===== src/rtl/hi_flite_ts_sched.sv =====
// hi_flite tag-response timeslot scheduler: counts the slot delay after a reader frame, then Manchester-modulates ARM bits.
// Optional build macro FELICA_PREAMBLE_EN: block emits the 48-bit zero preamble and 0xB24D sync itself.
module hi_flite_ts_sched #(
    parameter int TS0_BITS   = 512,
    parameter int TSLOT_BITS = 256
) (
    input  logic       i_ck_1356meg,
    input  logic       i_rst,
    input  logic       i_speed,
    input  logic [3:0] i_ts_num,
    input  logic       i_frame_end,
    input  logic       i_resp_pend,
    input  logic       i_bit_valid,
    input  logic       i_tx_data,
    output logic       o_bit_ready,
    output logic       o_mod_out,
    output logic       o_busy,
    output logic       o_missed
);

    typedef enum logic [1:0] {
        ST_IDLE = 2'd0,
        ST_WAIT = 2'd1,
        ST_TX   = 2'd2
`ifdef FELICA_PREAMBLE_EN
        , ST_PRE = 2'd3
`endif
    } state_t;

    localparam logic [12:0] TS0   = 13'(TS0_BITS);
    localparam logic [12:0] TSLOT = 13'(TSLOT_BITS);

`ifdef FELICA_PREAMBLE_EN
    localparam int          PREAMBLE_BITS = 48;
    localparam logic [12:0] PRE_TOTAL     = 13'(PREAMBLE_BITS + 16);
    localparam logic [15:0] SYNC_WORD     = 16'hB24D;

    // Preamble/sync bit for a given bit index within the generated header.
    function automatic logic pre_bit(input logic [12:0] idx);
        logic [12:0] off;
        off = idx - 13'(PREAMBLE_BITS);
        if (idx < 13'(PREAMBLE_BITS)) begin
            return 1'b0;
        end else begin
            return SYNC_WORD[4'd15 - off[3:0]];
        end
    endfunction
`endif

    state_t      r_state;
    logic [5:0]  r_tick;
    logic [12:0] r_bit_cnt;
    logic        r_speed;
    logic [3:0]  r_ts_num;
    logic        r_cur_bit;
    logic        r_bit_ready;
    logic        r_mod_out;
    logic        r_busy;
    logic        r_missed;

    state_t      w_state;
    logic [5:0]  w_tick;
    logic [12:0] w_bit_cnt;
    logic        w_speed;
    logic [3:0]  w_ts_num;
    logic        w_cur_bit;
    logic        w_bit_ready;
    logic        w_mod_out;
    logic        w_busy;
    logic        w_missed;

    logic        w_wrap;
    logic [5:0]  w_tick_inc;
    logic [12:0] w_bit_cnt_inc;
    logic [12:0] w_target;

    assign w_wrap        = (r_tick == (r_speed ? 6'd31 : 6'd63));
    assign w_tick_inc    = w_wrap ? 6'd0 : (r_tick + 6'd1);
    assign w_bit_cnt_inc = r_bit_cnt + 13'd1;
    assign w_target      = TS0 + (TSLOT * {9'd0, r_ts_num});

    // Next-state and datapath update; the slot-start wrap doubles as the first bit boundary.
    always_comb begin
        w_state     = r_state;
        w_tick      = r_tick;
        w_bit_cnt   = r_bit_cnt;
        w_speed     = r_speed;
        w_ts_num    = r_ts_num;
        w_cur_bit   = r_cur_bit;
        w_bit_ready = 1'b0;
        w_missed    = r_missed;
        case (r_state)
            ST_IDLE: begin
                if (i_frame_end) begin
                    w_state   = ST_WAIT;
                    w_speed   = i_speed;
                    w_ts_num  = i_ts_num;
                    w_tick    = 6'd0;
                    w_bit_cnt = 13'd0;
                    w_missed  = 1'b0;
                end else begin
                    w_tick    = 6'd0;
                    w_bit_cnt = 13'd0;
                    w_cur_bit = 1'b0;
                end
            end
            ST_WAIT: begin
                if (i_frame_end) begin
                    w_ts_num  = i_ts_num;
                    w_tick    = 6'd0;
                    w_bit_cnt = 13'd0;
                end else begin
                    w_tick = w_tick_inc;
                    if (w_wrap) begin
                        w_bit_cnt = w_bit_cnt_inc;
                        if (w_bit_cnt_inc == w_target) begin
                            if (i_resp_pend && i_bit_valid) begin
`ifdef FELICA_PREAMBLE_EN
                                w_state   = ST_PRE;
                                w_bit_cnt = 13'd0;
                                w_cur_bit = pre_bit(13'd0);
`else
                                w_state     = ST_TX;
                                w_cur_bit   = i_tx_data;
                                w_bit_ready = 1'b1;
`endif
                            end else begin
                                w_state  = ST_IDLE;
                                w_missed = 1'b1;
                            end
                        end else begin
                            w_state = ST_WAIT;
                        end
                    end else begin
                        w_bit_cnt = r_bit_cnt;
                    end
                end
            end
`ifdef FELICA_PREAMBLE_EN
            ST_PRE: begin
                w_tick = w_tick_inc;
                if (w_wrap) begin
                    if (w_bit_cnt_inc == PRE_TOTAL) begin
                        if (i_bit_valid) begin
                            w_state     = ST_TX;
                            w_cur_bit   = i_tx_data;
                            w_bit_ready = 1'b1;
                        end else begin
                            w_state   = ST_IDLE;
                            w_cur_bit = 1'b0;
                        end
                    end else begin
                        w_bit_cnt = w_bit_cnt_inc;
                        w_cur_bit = pre_bit(w_bit_cnt_inc);
                    end
                end else begin
                    w_cur_bit = r_cur_bit;
                end
            end
`endif
            ST_TX: begin
                w_tick = w_tick_inc;
                if (w_wrap) begin
                    if (i_bit_valid) begin
                        w_cur_bit   = i_tx_data;
                        w_bit_ready = 1'b1;
                    end else begin
                        w_state   = ST_IDLE;
                        w_cur_bit = 1'b0;
                    end
                end else begin
                    w_cur_bit = r_cur_bit;
                end
            end
            default: begin
                w_state = ST_IDLE;
            end
        endcase
    end

    // Output decode from next-state values so mod_out lines up with the tick phase it encodes.
    always_comb begin
        w_busy    = (w_state != ST_IDLE);
        w_mod_out = 1'b0;
`ifdef FELICA_PREAMBLE_EN
        if ((w_state == ST_TX) || (w_state == ST_PRE)) begin
`else
        if (w_state == ST_TX) begin
`endif
            w_mod_out = w_cur_bit ^ (w_tick >= (w_speed ? 6'd16 : 6'd32));
        end else begin
            w_mod_out = 1'b0;
        end
    end

    // State and output registers with synchronous reset.
    always_ff @(posedge i_ck_1356meg) begin
        if (i_rst) begin
            r_state     <= ST_IDLE;
            r_tick      <= 6'd0;
            r_bit_cnt   <= 13'd0;
            r_speed     <= 1'b0;
            r_ts_num    <= 4'd0;
            r_cur_bit   <= 1'b0;
            r_bit_ready <= 1'b0;
            r_mod_out   <= 1'b0;
            r_busy      <= 1'b0;
            r_missed    <= 1'b0;
        end else begin
            r_state     <= w_state;
            r_tick      <= w_tick;
            r_bit_cnt   <= w_bit_cnt;
            r_speed     <= w_speed;
            r_ts_num    <= w_ts_num;
            r_cur_bit   <= w_cur_bit;
            r_bit_ready <= w_bit_ready;
            r_mod_out   <= w_mod_out;
            r_busy      <= w_busy;
            r_missed    <= w_missed;
        end
    end

    assign o_bit_ready = r_bit_ready;
    assign o_mod_out   = r_mod_out;
    assign o_busy      = r_busy;
    assign o_missed    = r_missed;

endmodule


===== config.mk =====
export PLATFORM = sky130hd
export DESIGN_NAME = hi_flite_ts_sched
export DESIGN_NICKNAME = d
export VERILOG_FILES = /design/src/rtl/hi_flite_ts_sched.sv
export SDC_FILE = /design/constraint.sdc
export NUM_CORES = 1
export LEC_CHECK = 0
export ABC_AREA = 1
export CORE_MARGIN = 2
export CORE_UTILIZATION = 60
export CTS_BUF_LIST = sky130_fd_sc_hd__clkbuf_16
export DETAILED_ROUTE_END_ITERATION = 10
export DONT_BUFFER_PORTS = 1
export PLACE_DENSITY = 0.85
export SLEW_MARGIN = 10
export SYNTH_ARGS = -nofsm -noshare
export SYNTH_HDL_FRONTEND = slang
export SYNTH_SLANG_ARGS = --single-unit

===== constraint.sdc =====
create_clock -name i_ck_1356meg -period 2.9 [get_ports i_ck_1356meg]
set_clock_uncertainty 0.1 [all_clocks]
set_input_delay 0.435 -clock i_ck_1356meg [delete_from_list [all_inputs] [get_ports i_ck_1356meg]]
set_output_delay 0.435 -clock i_ck_1356meg [all_outputs]
set_load 0.05 [all_outputs]

# Word level (Yosys, flattened, before mapping)
# Cells that the tools add are included.
dict set report word_totals {
  reg_bits 31
  inputBits 11
  output_inout_bits 4
  elab_cells 75
}
dict set report op_classes {
  n_addsub 3
  n_lt_le_gt_ge 1
  eq_ne 11
  muxes 39
  bitwise 2
  n_reduce_logical 9
}
# cell count
set ops {}
lappend ops {{2-to-1 mux 13 bit} 2}
lappend ops {{one-hot mux 13 bit (2 select lines)} 1}
lappend ops {{2-to-1 mux 6 bit} 4}
lappend ops {{2-to-1 mux 1 bit} 20}
lappend ops {{one-hot mux 6 bit (3 select lines)} 1}
lappend ops {{2-to-1 mux 2 bit} 7}
lappend ops {{adder 10 x 12 -> 13 bit (first input constant)} 1}
lappend ops {{adder 13 x 1 -> 13 bit (second input constant)} 1}
lappend ops {{== test 13 bit} 1}
lappend ops {{inequality test 2 bit (second input constant)} 5}
lappend ops {{adder 6 x 1 -> 6 bit (second input constant)} 1}
lappend ops {{== test 6 bit} 1}
lappend ops {{greater-or-equal comparator 6 bit} 1}
lappend ops {{one-hot mux 2 bit (3 select lines)} 1}
lappend ops {{AND reduction 6 bit} 1}
lappend ops {{== test 2 bit (second input constant)} 2}
lappend ops {{one-hot mux 1 bit (2 select lines)} 2}
lappend ops {{AND reduction 2 bit} 2}
lappend ops {{nonzero test 2 bit} 2}
lappend ops {{OR reduction 2 bit} 2}
lappend ops {{inequality test 3 bit (second input constant)} 1}
lappend ops {{one-hot mux 1 bit (3 select lines)} 1}
lappend ops {{== test 2 x 1 -> 1 bit (second input constant)} 1}
lappend ops {{zero test 2 bit} 1}
lappend ops {{other kinds (3)} 3}

# Logic depth before layout (Yosys ltp)
dict set report logic_depth {
  word_depth 9
  depth_mapped 18
  ltp_nobuf 18
}

# Worst setup path after synthesis
# No wires, ideal clock.
dict set report synth_path {
  path_type {reg-to-reg}
  from {register r_state[0]}
  to {register r_mod_out, in the netlist o_mod_out}
  setup_ps 114
  t_arrival_ps 1884
  required_ps 2686
  setup_slack_ps 802
  path_stages_with_launch 15
  n_path_buf 0
  synth_period_minus_slack_ps 2098
  cell_sequence {dfxtp_1 > ha_1 > inv_1 > nor2_1 > nor2_1 > o21ai_0 > inv_1 > nor2_1 > ha_1 > inv_1 > nor2_1 > nor2_1 > nand2_1 > nand3_1 > a21oi_2}
}
dict set report synth_between {
  word_cells_on_any_way 18
  classes_between {order compare (1); eq/ne (3); mux (10); bitwise (2); reduce/logical (2)}
}
# item line_no
set synth_rtl {}
lappend synth_rtl {{start, declared} 50} ;# state_t r_state;
lappend synth_rtl {{start signal, assigned} 210} ;# r_state <= w_state;
lappend synth_rtl {{== test 2 bit, or another cell as far along} 92} ;# case (r_state)
lappend synth_rtl {{one-hot mux 6 bit (3 select lines) (*)} 92}
lappend synth_rtl {{net w_tick[5]} 62} ;# logic [5:0] w_tick;
lappend synth_rtl {{greater-or-equal comparator 6 bit (*)} 190} ;# w_mod_out = w_cur_bit ^ (w_tick >= (w_speed ? 6'd16 : 6'd32));
lappend synth_rtl {{XOR 1 bit (*)} 190}
lappend synth_rtl {{end signal, assigned} 217} ;# r_mod_out <= w_mod_out;
lappend synth_rtl {{end, declared} 57} ;# logic r_mod_out;
# The timed path passes the listed nets; every way through them passes the cells marked *.
# A chain may end at the register's enable or synchronous reset.

# Worst setup path in the final report
# Same ends and word-level chain as after synthesis.

==> impl_metrics.yaml <==
run_status:
  status: "completed"
power:
  switching_share_pct: 25.0
  irDropWorstVdd_mv: 0.379
  p_sw_uw: 261
  power_frac_comb_pct: 9.3
  clkPwrFrac_pct: 47.5
  static-leakage-power_uw: 0.000930
  p_int_uw: 782
  sequentialPowerShare_pct: 43.2
  powerDensity_nw_per_um2: 476
routing:
  drt-initial-drc-count: 188
  drcViolationCount: 0
  drt_pass1_iterations: 7
  ant_nets: 0
  wire_per_inst_um: 11.8
  vias_per_cell: 5.27
  vias: 1959
  finalWirelength_mm: 4.41
critical_path:
  setup.worst_path.start: "r_state[0]"
  reg2regPathDepth: 15
  cp_common_cell: "nor2_1"
  critPathKind: "flop to flop"
  cp-end-kind: "flop"
  cp_slowest_cell: "dfxtp_1"
  path_max_fanout: 6
  critPathRequiredTime_ns: 3.01
  worstReg2RegStart: "r_state[0]"
  cp-start-kind: "flop"
  r2r_end: "o_mod_out"
  cp_cell_sequence: "ha_1 -> inv_1 -> nor2_1 -> nor2_1 -> o21ai_0 -> inv_1 -> nor2_1 -> ha_1 -> inv_1 -> nor2_1 -> nor2_1 -> nand2_1 -> inv_1 -> nand2_1 -> a21oi_2"
  critPathMaxStageDelay_ns: 0.40
  reg2reg_slack_ns: 0.52
  crit_arrival_ns: 2.49
layout:
  seq_area_um2: 621
  num_antenna_cells: 0
  multi_input_area_um2: 1220
  syn_to_final_growth_pct: 9.10
  stdcell_count: 372
  layout-drive-gt1-share_pct: 6.75
  nNetsFinal: 345
  fillers: 298
synth:
  ys.flop_type: "dfxtp_1"
  yosys.cell_types.count: 22
  yosysTopAreaCell: "dfxtp_1"
  yosysWarnings: 0
  netlist_area_um2: 2010
  ys_seq_elements: 31
  synth_area_leaders: "dfxtp_1 31%, nand2_1 17%, inv_1 7.7%, nor2_1 7.5%, nand3_1 7.2%"
  async_flop_share_pct: 0
  ys_seq_area_share_pct: 30.9
  avgSynthCellArea_um2: 6.24
  synth.cells.most_frequent: "92 x nand2_1, 41 x inv_1, 40 x nor2_1, 31 x dfxtp_1, 29 x nand3_1"
  synth-edff-count: 0
  yosysMostFrequentCell: "nand2_1"
  yosysTopAreaCellShare_pct: 30.9
  synth_cells: 322
  synth_nets: 342
timing:
  timing.final.ws_setup_ns: 0.516
  setup_viol: 0
  rsz0062_at_grt: "no"
  timing.slew.headroom_pct: 58.1
  fin_crit_ns: 2.38
  max_freq_ghz: 0.419
  maxSlewViolCount: 0
  finalHoldViolCount: 0
  tightest_slew_ns: 0.622
  fin_crit_sh_pct: 82.2
  setup_tns_ns: 0
clock_network:
  worstSkewPairLatency_ns: 0.27
  cts_setup_buffers: 0
  root_buffer: "clkbuf_16"
  path_clk_slew_ns: 0.05
  hold_buffers: 0
  numClockSinks: 31
  cts.repair.resized: 0
  h-tree-depth: 2
  clk_path_buf_depth: 2
  cts_buffers: 5
  cts_tree: "yes"
die:
  io_pins: 15
  rows: 21
  coreArea_um2: 3280
  initial_core_util_pct: 61.1
  die_y_um: 61.9
  fp.dieW_um: 61.9
  dieArea_um2: 3830
worst_hold_path:
  hold_path.class: "input port to flop"
  hold_start: "i_rst"
  whs_path_depth: 1
  min_to: "r_bit_cnt[4]"
placed_design:
  dp_slack_ns: 0.544
  dp_hpwl_mm: 3.29
  gp_congestion: 0.907
  dp_cells: 364
  io_buffers: 0
grt:
  grt_pass1_vias: 1738
  overflow: 0
  grt_pass1_wl_mm: 7.18
  grt_max_degree: 25
  antenna_found_initial: 0
  grt_usage_pct: 25.8
flow_run:
  max_cap_violations: 0
[area by class of cell]
type | instances | share of cell area, %
well taps | 46 | 2.63
multi-input cells | 246 | 55.6
flip-flops and latches | 31 | 28.3
inverters | 41 | 7.02
clock buffers | 5 | 5.71
clock inverters | 3 | 0.685
[per-stage QoR]
stage,cell area (µm²),hold slack [ns],power [µW],utilization (%)
detailed placement,2050,0.366,554,62.4
finish,2190,0.127,1040,66.7
global route,2190,0.119,1090,66.7
global placement,2050,0.359,552,62.4
CTS,2190,0.119,1050,66.7
floorplan,2010,0.344,538,-
[sequential cells by signal, summed over array words and instances (netlist names)]
signal,count
o_busy,1
r_speed,1
o_mod_out,1
o_missed,1
r_cur_bit,1
r_state,2
r_tick,6
r_ts_num,4
r_bit_cnt,13
o_bit_ready,1
[cells by family after synthesis]
logic type / synth area share [%]
and+or+nand+nor: 41.1
AOI/OAI and AO/OA: 12.7
buffers and inverters: 8.41
DFF: 30.9
adders and majority gates: 5.61
xor gates and xnor gates: 1.31
[worst max-delay path by stage]
stage,to,cells past startpoint
2_1_floorplan,o_mod_out,14
3_3_place_gp,o_mod_out,15
3_5_place_dp,o_mod_out,15
4_1_cts,o_mod_out,15
5_1_grt,o_mod_out,15
6_report,o_mod_out,15
[critical path: cells and delay by family, from the launching register on]
kind	cells	cell delay (ns)
and+or+nand+nor	7	0.63
buffers and inverters	4	0.32
DFF	1	0.40
AOI/OAI and AO/OA	2	0.36
adders and majority gates	2	0.52
[layer usage]
layer  global-route usage [%]  vias to the layer above  part of all wire, %
li1                         -                     1041                    -
met1                     28.6                      861                   41
met2                     44.7                       50                   51
met3                     9.11                        7                  5.7
met4                     11.2                        0                  1.7
met5                        0                        -                    0
[power by group through the flow]
stage               clock network, µW  logic [µW]  registers (µW)
finish                            496        97.2             450
global route                      525         114             451
CTS                               505        97.4             450
detailed placement                  0        95.8             459
global placement                    0        93.9             458
floorplan                           0        81.3             457
[layout by cell type, fill, tap and decap left out, types with 4 or more instances in the layout]
cell type	count
nand2_1	92
inv_1	41
nor2_1	40
dfxtp_1	31
nand3_1	29
a21oi_1	22
o21ai_0	18
ha_1	9
nand4_1	6
nor2_2	5
clkbuf_16	5
nor3_1	4
(Power assumes the default switching activity.)
